### config.mk
export PLATFORM = sky130hd
export DESIGN_NAME = run_serializer
export DESIGN_NICKNAME = d
export VERILOG_FILES = /design/src/rtl/run_serializer_pkg.sv /design/src/rtl/run_expect_model.sv /design/src/rtl/run_serializer.sv
export SDC_FILE = /design/constraint.sdc
export NUM_CORES = 1
export LEC_CHECK = 0
export ABC_AREA = 1
export CAP_MARGIN = 30
export CORE_MARGIN = 8
export CORE_UTILIZATION = 30
export CTS_BUF_LIST = sky130_fd_sc_hd__clkbuf_16
export DETAILED_ROUTE_END_ITERATION = 10
export DONT_BUFFER_PORTS = 1
export PLACE_DENSITY = 0.49
export SLEW_MARGIN = 10
export SYNTH_ARGS = -nofsm -noshare
export SYNTH_HDL_FRONTEND = slang
export SYNTH_SLANG_ARGS = --single-unit
export TNS_END_PERCENT = 50
### constraint.sdc
create_clock -name clk -period 1.35 [get_ports clk]
set_input_delay 0.135 -clock clk [delete_from_list [all_inputs] [get_ports clk]]
set_output_delay 0.135 -clock clk [all_outputs]
set_load 0.03 [all_outputs]
### src/rtl/run_serializer_pkg.sv
// run_serializer_pkg: shared types and constants for the run serializer.
//   - ser_state_t   : serializer FSM states (IDLE, SEND)
//   - model_state_t : shadow detector model states (S0, S1, S2)
//   - RUN_LEN_W     : default width of the run-length field
package run_serializer_pkg;

    localparam int unsigned RUN_LEN_W = 4;

    typedef enum logic {
        IDLE,
        SEND
    } ser_state_t;

    typedef enum logic [1:0] {
        S0,
        S1,
        S2
    } model_state_t;

endpackage

### src/rtl/run_expect_model.sv
// run_expect_model: shadow model of the serial-X sequence detector.
// It counts consecutive ones on x (saturating at S2). Any zero on x
// returns it to S0. It flags a zero (Z1) or a one (Z2) that arrives
// after two or more ones.
// Ports:
//   clk     in  clock, rising edge
//   reset   in  synchronous, active-high
//   x       in  serial input (the serializer's x_out)
//   exp_z1  out Mealy: state S2 and x == 0
//   exp_z2  out Mealy: state S2 and x == 1
module run_expect_model
    import run_serializer_pkg::*;
(
    input  logic clk,
    input  logic reset,
    input  logic x,
    output logic exp_z1,
    output logic exp_z2
);

    model_state_t r_ps;
    model_state_t w_ns;

    always_ff @(posedge clk) begin
        if (reset) begin
            r_ps <= S0;
        end else begin
            r_ps <= w_ns;
        end
    end

    always_comb begin
        w_ns = r_ps;
        if (!x) begin
            w_ns = S0;
        end else begin
            unique case (r_ps)
                S0:      w_ns = S1;
                S1:      w_ns = S2;
                S2:      w_ns = S2;
                default: w_ns = S0;
            endcase
        end
    end

    assign exp_z1 = (r_ps == S2) && !x;
    assign exp_z2 = (r_ps == S2) && x;

endmodule

### src/rtl/run_serializer.sv
// run_serializer: turns (bit, length) run commands into a one-bit-per-cycle
// serial stream. Runs are chained with no gap cycles, and the line idles at 0.
// Optional feature macro: RUN_SERIALIZER_EXPECT_EN adds a shadow detector model
// that drives exp_z1/exp_z2. Without it those ports are tied to 0.
// Ports:
//   clk        in  clock, rising edge
//   reset      in  synchronous, active-high
//   cmd_valid  in  run command offered
//   cmd_ready  out command can be accepted this cycle
//   cmd_bit    in  value to drive for the run
//   cmd_len    in  run length in cycles (0 = discard)
//   x_out      out serial stream, registered
//   busy       out a run is being driven
//   run_done   out final bit cycle of the current run
//   exp_z1     out predicted detector Z1
//   exp_z2     out predicted detector Z2
module run_serializer
    import run_serializer_pkg::*;
#(
    parameter int unsigned LEN_W = RUN_LEN_W
) (
    input  logic             clk,
    input  logic             reset,
    input  logic             cmd_valid,
    output logic             cmd_ready,
    input  logic             cmd_bit,
    input  logic [LEN_W-1:0] cmd_len,
    output logic             x_out,
    output logic             busy,
    output logic             run_done,
    output logic             exp_z1,
    output logic             exp_z2
);

    localparam logic [LEN_W-1:0] LenOne = LEN_W'(1);

    ser_state_t       r_ps;
    ser_state_t       w_ns;
    logic [LEN_W-1:0] r_remain;
    logic [LEN_W-1:0] w_remain;
    logic             r_bit;
    logic             w_bit;
    logic             r_x;
    logic             w_x;
    logic             w_last;
    logic             w_accept;
    logic             w_load;

    assign w_last    = (r_remain == LenOne);
    assign busy      = (r_ps == SEND);
    assign run_done  = busy && w_last;
    // Accepting on the last bit cycle is what makes back-to-back runs seamless.
    assign cmd_ready = (r_ps == IDLE) || run_done;
    assign w_accept  = cmd_valid && cmd_ready;
    // Zero-length commands are consumed but never start a run.
    assign w_load    = w_accept && (cmd_len != '0);

    always_ff @(posedge clk) begin
        if (reset) begin
            r_ps     <= IDLE;
            r_remain <= '0;
            r_bit    <= 1'b0;
            r_x      <= 1'b0;
        end else begin
            r_ps     <= w_ns;
            r_remain <= w_remain;
            r_bit    <= w_bit;
            r_x      <= w_x;
        end
    end

    always_comb begin
        w_ns     = r_ps;
        w_remain = r_remain;
        w_bit    = r_bit;
        unique case (r_ps)
            IDLE: begin
                if (w_load) begin
                    w_ns     = SEND;
                    w_remain = cmd_len;
                    w_bit    = cmd_bit;
                end
            end
            SEND: begin
                if (!w_last) begin
                    w_remain = r_remain - LenOne;
                end else if (w_load) begin
                    w_remain = cmd_len;
                    w_bit    = cmd_bit;
                end else begin
                    w_ns     = IDLE;
                    w_remain = '0;
                end
            end
        endcase
        // x_out is registered from the next state so it lines up with busy.
        w_x = (w_ns == SEND) && w_bit;
    end

    assign x_out = r_x;

`ifdef RUN_SERIALIZER_EXPECT_EN
    run_expect_model u_expect_model (
        .clk    (clk),
        .reset  (reset),
        .x      (r_x),
        .exp_z1 (exp_z1),
        .exp_z2 (exp_z2)
    );
`else
    assign exp_z1 = 1'b0;
    assign exp_z2 = 1'b0;
`endif

endmodule

* Word-level counts from Yosys, hierarchy flattened *
Cells that the tools add are included.

word-level totals
  register bits = 7
  input bits = 8
  output and inout bits = 6
  word-level logic and storage cells = 24

operators by class
  $add $sub $neg = 1
  equality and inequality tests = 2
  muxes and demuxes = 10
  bitwise operators = 1
  reduce and logical (&&, ||, !) cells = 6

operator list
  operator             number
  $mux 4               3
  $pmux 4 s2           1
  $eq 4x1->1 const B   1
  $logic_and 1x1->1    4
  $mux 1               4
  $pmux 1 s2           2
  $reduce_bool 4->1    1
  $sub 4x1->4 const B  1
  $ne 2x2->1 const B   1
  $logic_or 1x1->1     1
  $not 1->1            1

* Depth between registers and ports, before layout *
Gate-level depths: netlist (run 1).

  depth after elaboration = 9
  mapped depth = 8
  gate-level depth less buffers = 8

* Least setup slack after synthesis (run 1) *
No wires, ideal clock.

  path type = register to output
  start = register r_ps, in the netlist busy
  end = output port run_done
  arrival time = 1.168 ns
  required time = 1.215 ns
  setup slack = 0.047 ns
  cell stages (with the launch flop) = 3
  path buffers = 0
  cell sequence = dfxtp_1 inv_2 nor2_1

on the way
  cells in the longest elaborated chain, start to end = 1

RTL lines
  what                    RTL line              text
  start, declared         run_serializer.sv:37  ser_state_t r_ps;
  start signal, assigned  run_serializer.sv:65  r_ps <= w_ns;
  $logic_and 1x1->1       run_serializer.sv:51  assign run_done = busy && w_last;
  end, declared           run_serializer.sv:30  output logic run_done,

No other way between the ends.

* Worst setup path in the final report (run 1) *
  start = register r_remain[0]
  end = output port run_done

on the way
  cells in the longest elaborated chain, start to end = 2

RTL lines
  what                    RTL line              text
  start, declared         run_serializer.sv:39  logic [LEN_W-1:0] r_remain;
  start signal, assigned  run_serializer.sv:66  r_remain <= w_remain;
  $eq 4x1->1              run_serializer.sv:49  assign w_last = (r_remain == LenOne);
  $logic_and 1x1->1       run_serializer.sv:51

No other way between the ends.

==> metrics list, run 1 <==
- Placement Setup Slack: roughly 0.12 ns
* Worst reg2reg path endpoint: r_remain[1]
- Clock input transition at the sequential cells of the worst setup and hold paths: about 0.040 ns
* Share of post-route cells with drive strength above 1: 0.280
- In this run the vertical extent of the chip is 56.9 um.
- Worst setup slack after layout: slightly above 0.07 ns
- Across the run, the number of max-cap violations was 0.
- Of the synthesized area, sequential elements account for 0.279.
* Number of detailed-route iterations in the first pass: 4
* Final number of hold-violating endpoints: 0
* Maximum number of pins on one net before global-route repair: 7
- DR vias: between 400 and 500
- Number of antenna diodes: 0
- The max-slew violation total from the final report came to 0.
- The congestion estimate from routability-driven global placement came to 0.752.
- The number of setup buffers added after CTS is 0.
- During synthesis, Yosys emitted a total of 0 warnings.
- Number of global-route vias before repair: roughly 430
- Power density over the cells: approximately 1500 nW/um2
- Distinct cell type count of the synthesized netlist: 19
- Critical Path Source Type: flop
* Post-Synthesis Cells: 75
* Wire length after detailed routing: around 1100 um
- Area share of the largest cell type after synthesis: 0.279
* Antenna Nets Post-Route: 0
- # rows: 14
* NumNets Final: just over 90
- In this run the number of H-tree levels came out at 1.
- Number of stages on the worst hold path: 2
- Count of state elements after synthesis: 7
* R2r worst-path depth: 6
- Data required time of the worst path: roughly 1.2 ns
- Final setup viols: 0
- Routed wire length per instance: approximately 11 um
- Crit. End Element: output pin
- Arrival time of data at the critical path endpoint: 1.14 ns
- Unrepaired setup endpoints after global routing: false
- Port Buffer Count: 0
- Subtracting the final worst setup slack from the clock period gives around 1.3 ns.
- For hold timing, the worst endpoint is r_remain[1].
- Min-delay worst type: in -> reg
- The critical path is of the reg -> out type.
- Setup TNS Final: 0 ns
- Die Outline Area: ~3200 um2
- Largest area contributor in the synthesized netlist: sky130_fd_sc_hd__dfxtp_1
* Synth top cells by count: 15 x sky130_fd_sc_hd__nand2_1, 14 x sky130_fd_sc_hd__inv_1, 11 x sky130_fd_sc_hd__nand3_1, 7 x sky130_fd_sc_hd__dfxtp_1, 4 x sky130_fd_sc_hd__nor2_1
- Clock insertion delay at the later pin of the skew report: between 0.2 and 0.25 ns
* Number of synthesized flops with an enable pin: 0
* Floorplan core area: between 1500 and 2000 um2
- TritonCTS built the clock tree.
- The clock drives 7 sinks.
- Power, Total: slightly below 1 mW
* Synth async-reset ratio: 0
- The root buffer cell chosen for the clock tree is sky130_fd_sc_hd__clkbuf_16.
- From left edge to right edge, the die measures around 57 um.
- Post-route clock period utilization: 0.947
- Across the VDD grid, the largest voltage drop is about 700 uV.
- The setup check on the worst reg-to-reg path leaves a slack of around 0.11 ns.
* Biggest area contributors in the synthesized netlist: sky130_fd_sc_hd__dfxtp_1 28%, sky130_fd_sc_hd__nand2_1 11%, sky130_fd_sc_hd__nand3_1 11%, sky130_fd_sc_hd__inv_1 10%, sky130_fd_sc_hd__a21oi_2 5.2%
- After synthesis the cells add up to 503 um2.
* Detailed placement HPWL: between 800 and 900 um
- The first global-routing pass estimated approximately 1800 um of wire.
- Largest fanout on the critical path: 4
* Source of the worst register-to-register timing path: r_remain[0]
- The run finished with clean final reports.
- Max Buffers Root-to-Sink: 2
- Relative to the synthesized area, the layout overhead comes to 26.6%.
- The total overflow left after global routing is 0.
* Leakage component of the power: 0.332 nW
- Fmax: a little under 800 MHz
* Syn Area/Cell: about 6.7 um2
- DRC Markers: 0
* Ratio of routed vias to standard cells: around 4.5
* Hold path start: cmd_len[1]
- Starting utilization of the core area: 0.326
- For this run, the leading register cell type out of synthesis is sky130_fd_sc_hd__dfxtp_1.
* Count of pins on the block boundary: 14
- Most used standard cell by instance count after synthesis: sky130_fd_sc_hd__nand2_1
- Initial antenna violation count: 0
- On the final layout, the worst clock skew is between 0.003 and 0.004 ns.
- For this block, the initial DRC count from the detailed router was 5.
* Number of buffers created by CTS: 3
- GR Util All Layers: 0.0711
==> stage by stage <==
stage / utilization / hold slack (ns) / instance area, um2 / instances
final: 0.413 / 0.0458 / 637 / 98
after global routing: 0.413 / 0.0561 / 637 / 98
after CTS: 0.406 / 0.0536 / 626 / 98
after detailed placement: 0.347 / 0.212 / 534 / 93
after global placement: 0.347 / 0.207 / 534 / 93
after floorplan: - / 0.207 / 507 / 76
==> worst max path at each step <==
stage / startpoint / end
final: r_remain[0] / run_done
after global routing: r_remain[0] / run_done
after floorplan: busy / run_done
after CTS: r_remain[1] / cmd_ready
after global placement: r_remain[1] / r_remain[3]
after detailed placement: r_remain[1] / r_remain[3]
==> per-layer routing <==
metal  share of wire  global-route usage  wire length (um)  vias to the layer above
met5               0                   0                 0                        -
met4               0              0.0201                 0                        0
met3           0.083              0.0509                91                        0
met2            0.50               0.109               543                        8
met1            0.42              0.0769               459                      192
li1                -                   -                 -                      240
==> report_power, final <==
part	switching, mW	internal [mW]
clock	0.118	0.386
sequential	0.0296	0.230
combinational	0.123	0.0769
total	0.270	0.693
==> final cells by class <==
type | count | area, um2
Inverter | 16 | 60.1
Sequential cell | 7 | 141
Clock buffer | 3 | 75.1
Tap cell | 16 | 20.0
Timing Repair Buffer | 4 | 32.5
Fill cell | 165 | 905
Clock inverter | 1 | 3.75
Multi-Input combinational cell | 51 | 304
==> critical path: stages (launching register included) <==
cell and delay, ns:
sky130_fd_sc_hd__dfxtp_1 0.39, sky130_fd_sc_hd__ha_4 0.19, sky130_fd_sc_hd__nand2_4 0.08, sky130_fd_sc_hd__nor2_1 0.10, sky130_fd_sc_hd__buf_4 0.16
==> flip-flops by register name (all words and copies together) (netlist names) <==
signal / flops
x_out: 1
r_remain: 4
busy: 1
r_bit: 1
==> kinds of logic (layout without fill, tap and decap cells) <==
group | count (synthesis) | count (layout) | synth area share
DFF | 7 | 7 | 0.279
adders and majority gates | 2 | 2 | 0.0497
and+or+nand+nor | 40 | 40 | 0.415
buffers and inverters | 18 | 24 | 0.149
other | 1 | 2 | 0.00746
xor gates and xnor gates | 1 | 1 | 0.0174
AOI/OAI and AO/OA | 6 | 6 | 0.0821
==> layout by cell type, fill, tap and decap left out, drive strengths merged <==
cell type / n
a21oi: 4
conb: 2
clkbuf: 3
buf: 3
nand3b: 1
ha: 2
dfxtp: 7
xor2: 1
inv: 17
nand2: 19
o21ai: 2
nand3: 12
nor2: 8
dlygate4sd3: 1
==> repair_timing <==
action | in CTS | in global routing
hold buffers | 1 | 0
setup endpoints to repair | 2 | 2
cloned | 0 | 0
hold endpoints to repair | 1 | 0
gates resized for setup | 1 | 3
Power figures use the tool's default switching activity.
==> inputs of run 2 (changes only) <==
--- a/config.mk
+++ b/config.mk
@@ -12,7 +12,7 @@
 export CTS_BUF_LIST = sky130_fd_sc_hd__clkbuf_16
 export DETAILED_ROUTE_END_ITERATION = 10
 export DONT_BUFFER_PORTS = 1
-export PLACE_DENSITY = 0.49
+export PLACE_DENSITY_LB_ADDON = 0.12
 export SLEW_MARGIN = 10
 export SYNTH_ARGS = -nofsm -noshare
 export SYNTH_HDL_FRONTEND = slang
==> metrics list, run 2 (synthesis results as in run 1) <==
* Result of the run: finished, final reports clean
- The global-route wire length before repair came to 1890 um (+3.0%).
* Floorplan core area: 1540 um2 (unchanged)
- Ratio of routed vias to standard cells: 4.61 (+2.7%)
- The setup TNS came to 0 ns (unchanged).
- The clock latency on the worst-skew pair came to 0.23 ns (about the same).
* Antenna Nets Post-Route: 0 (unchanged)
* Number of antenna diodes: 0 (unchanged)
- The deepest level of the CTS H-tree came to 1 (unchanged).
* Data required time of the worst path: 1.22 ns (about the same)
- Register bank with the most flops: r_remain
* DRC Markers: 0 (unchanged)
- NumNets Final: 93 (unchanged)
- The via count of the first global-routing pass is 449 (+5.2%).
- Min-delay worst type: in -> reg
* Sink count of the clock tree: 7 (unchanged)
* Critical Path Source Type: flop
- The clock skew was 0.00108 ns (-0.00195 ns).
- The effective utilization at floorplan is 0.326 (unchanged).
- Detailed placement HPWL: 924 um (+3.9%)
* Synth-to-layout area growth: 26.6% (unchanged)
- Final number of hold-violating endpoints: 0 (unchanged)
- The worst supply voltage drop on vdd came to 646 uV (-8.0%).
* Most frequent standard cell in the layout excluding fill and tap cells: sky130_fd_sc_hd__nand2_1
- The sum of routed wire length over all layers came to 1180 um (+8.0%).
- Initial antenna violation count: 0 (unchanged)
- Max Buffers Root-to-Sink: 2 (unchanged)
- The wire length on met3 is 102 um (+12%).
* Number of fill cells: 166 (+0.61%)
- Flip-flop count of the largest register after layout: 4 (unchanged)
* Count of pins on the block boundary: 14 (unchanged)
- The total CTS buffers was 3 (unchanged).
- The largest fanout of any net on the critical path came to 4 (unchanged).
- Maximum number of pins on one net before global-route repair: 7 (unchanged)
- The max-slew violation total from the final report is 0 (unchanged).
* Crit Path Category: reg -> out
- DR vias: 452 (+2.7%)
* # rows: 14 (unchanged)
- The tree is rooted in a sky130_fd_sc_hd__clkbuf_16.
* Final critical delay including setup and external delays: 1.29 ns (+0.00884 ns)
- The number of maximum-capacitance violations was 0 (unchanged).
* Area occupied by multi-input gates: 304 um2 (unchanged)
- Top layer used by detailed routing: met3
- GR Util All Layers: 0.0751 (+0.00403)
- The routed wirelength normalized by instance count is 12.1 um (+8.0%).
* CTS tree: built
- The worst-case hold slack came to 0.0785 ns (+0.0327 ns).
- The length of routed met2 wiring was 578 um (+6.4%).
- The area of all placed cells without fillers was 637 um2 (unchanged).
- The final core utilization came to 0.413 (unchanged).
- The worst setup path is captured at an output pin.
- Number of DRC markers after the initial detailed-route iteration: 13 (+8)
- The wire length the detailed router placed on met1 came to 501 um (+9.2%).
* Clock input transition at the sequential cells of the worst setup and hold paths: 0.04 ns (about the same)
* Leakage component of the power: 0.332 nW (unchanged)
- Placed Area: 534 um2 (unchanged)
* Final setup viols: 0 (unchanged)
* Fmax: 776 MHz (-0.69%)
- The layout cell share with drive strength beyond 1 came to 0.280 (unchanged).
- Arrival time of data at the critical path endpoint: 1.15 ns (about the same)
* Sum of overflow across all layers after global routing: 0 (unchanged)
- Power density over the cells: 1520 nW/um2 (+0.25%)
- FF+latch area: 141 um2 (unchanged)
* DIE HEIGHT: 56.9 um (unchanged)
* Unrepaired setup endpoints after global routing: false
- Port Buffer Count: 0 (unchanged)
- The x dimension of the die was 56.9 um (unchanged).
* Post-route clock period utilization: 0.954 (+0.00655)
* Most frequent cells in the layout: 15 x sky130_fd_sc_hd__nand2_1, 14 x sky130_fd_sc_hd__inv_1, 11 x sky130_fd_sc_hd__nand3_1, 6 x sky130_fd_sc_hd__dfxtp_1, 4 x sky130_fd_sc_hd__nor2_1
* Power, Total: 965 uW (+0.25%)
- The number of detailed-routing iterations run before antenna repair is 4 (unchanged).
- Die Outline Area: 3240 um2 (unchanged)
* Setup Fix Bufs, Post-CTS: 0 (unchanged)
- The final estimated routing congestion in global placement is 0.739 (-1.8%).
## run 2: cell counts in the layout (fill, tap and decap cells not counted)
No cell type changed its count.
## run 2: what timing repair did
item,4_1_cts,5_1_grt
hold buffers,1,0
setup endpoints to repair,2,2
endpoints found under the hold margin,1,0
pin swaps,0,0
resized for setup,2,2
gates cloned,0,0
## run 2: critical path, stage by stage (launching register included)
cell                      delay (ns)
sky130_fd_sc_hd__dfxtp_1        0.40
sky130_fd_sc_hd__ha_4           0.19
sky130_fd_sc_hd__nand2_4        0.07
sky130_fd_sc_hd__nor2_1         0.10
sky130_fd_sc_hd__buf_4          0.17
## run 2: final timing paths
| check | startpoint | to | slack [ns] | depth (start not counted) |
|---|---|---|---|---|
| worst max-delay path | r_remain[0] | run_done | 0.06 | 4 |
| worst min-delay path | cmd_len[0] | r_remain[0] | 0.08 | 2 |
| worst max register to register | r_remain[0] | r_remain[1] | 0.08 | 6 |
| worst min register to register | r_bit | x_out | 0.53 | 4 |
## run 2: through the flow
stage / std cells / setup WS (ns)
floorplan: 76 / 0.0467
global placement: 93 / 0.119
detailed placement: 93 / 0.0906
CTS: 98 / 0.00952
global route: 98 / 0.0106
finish: 98 / 0.0621
## run 2: cell type report
class,instances,area share
repair buffers,4,0.0511
multi-input cells,51,0.477
clock inverters,1,0.00589
well taps,16,0.0314
inverters,16,0.0943
clock buffers,3,0.118
flip-flops and latches,7,0.222
## run 2: report_power, final
part	internal, mW	total, mW	switching [mW]
clock	0.386	0.504	0.118
combinational	0.0765	0.199	0.123
sequential	0.230	0.262	0.0317
total	0.693	0.965	0.273
## run 2: routing by layer
layer  global-route usage  up-vias
met2                0.115       14
met3               0.0420        0
li1                     -      240
met1               0.0770      198
met5                    0        -
met4               0.0503        0
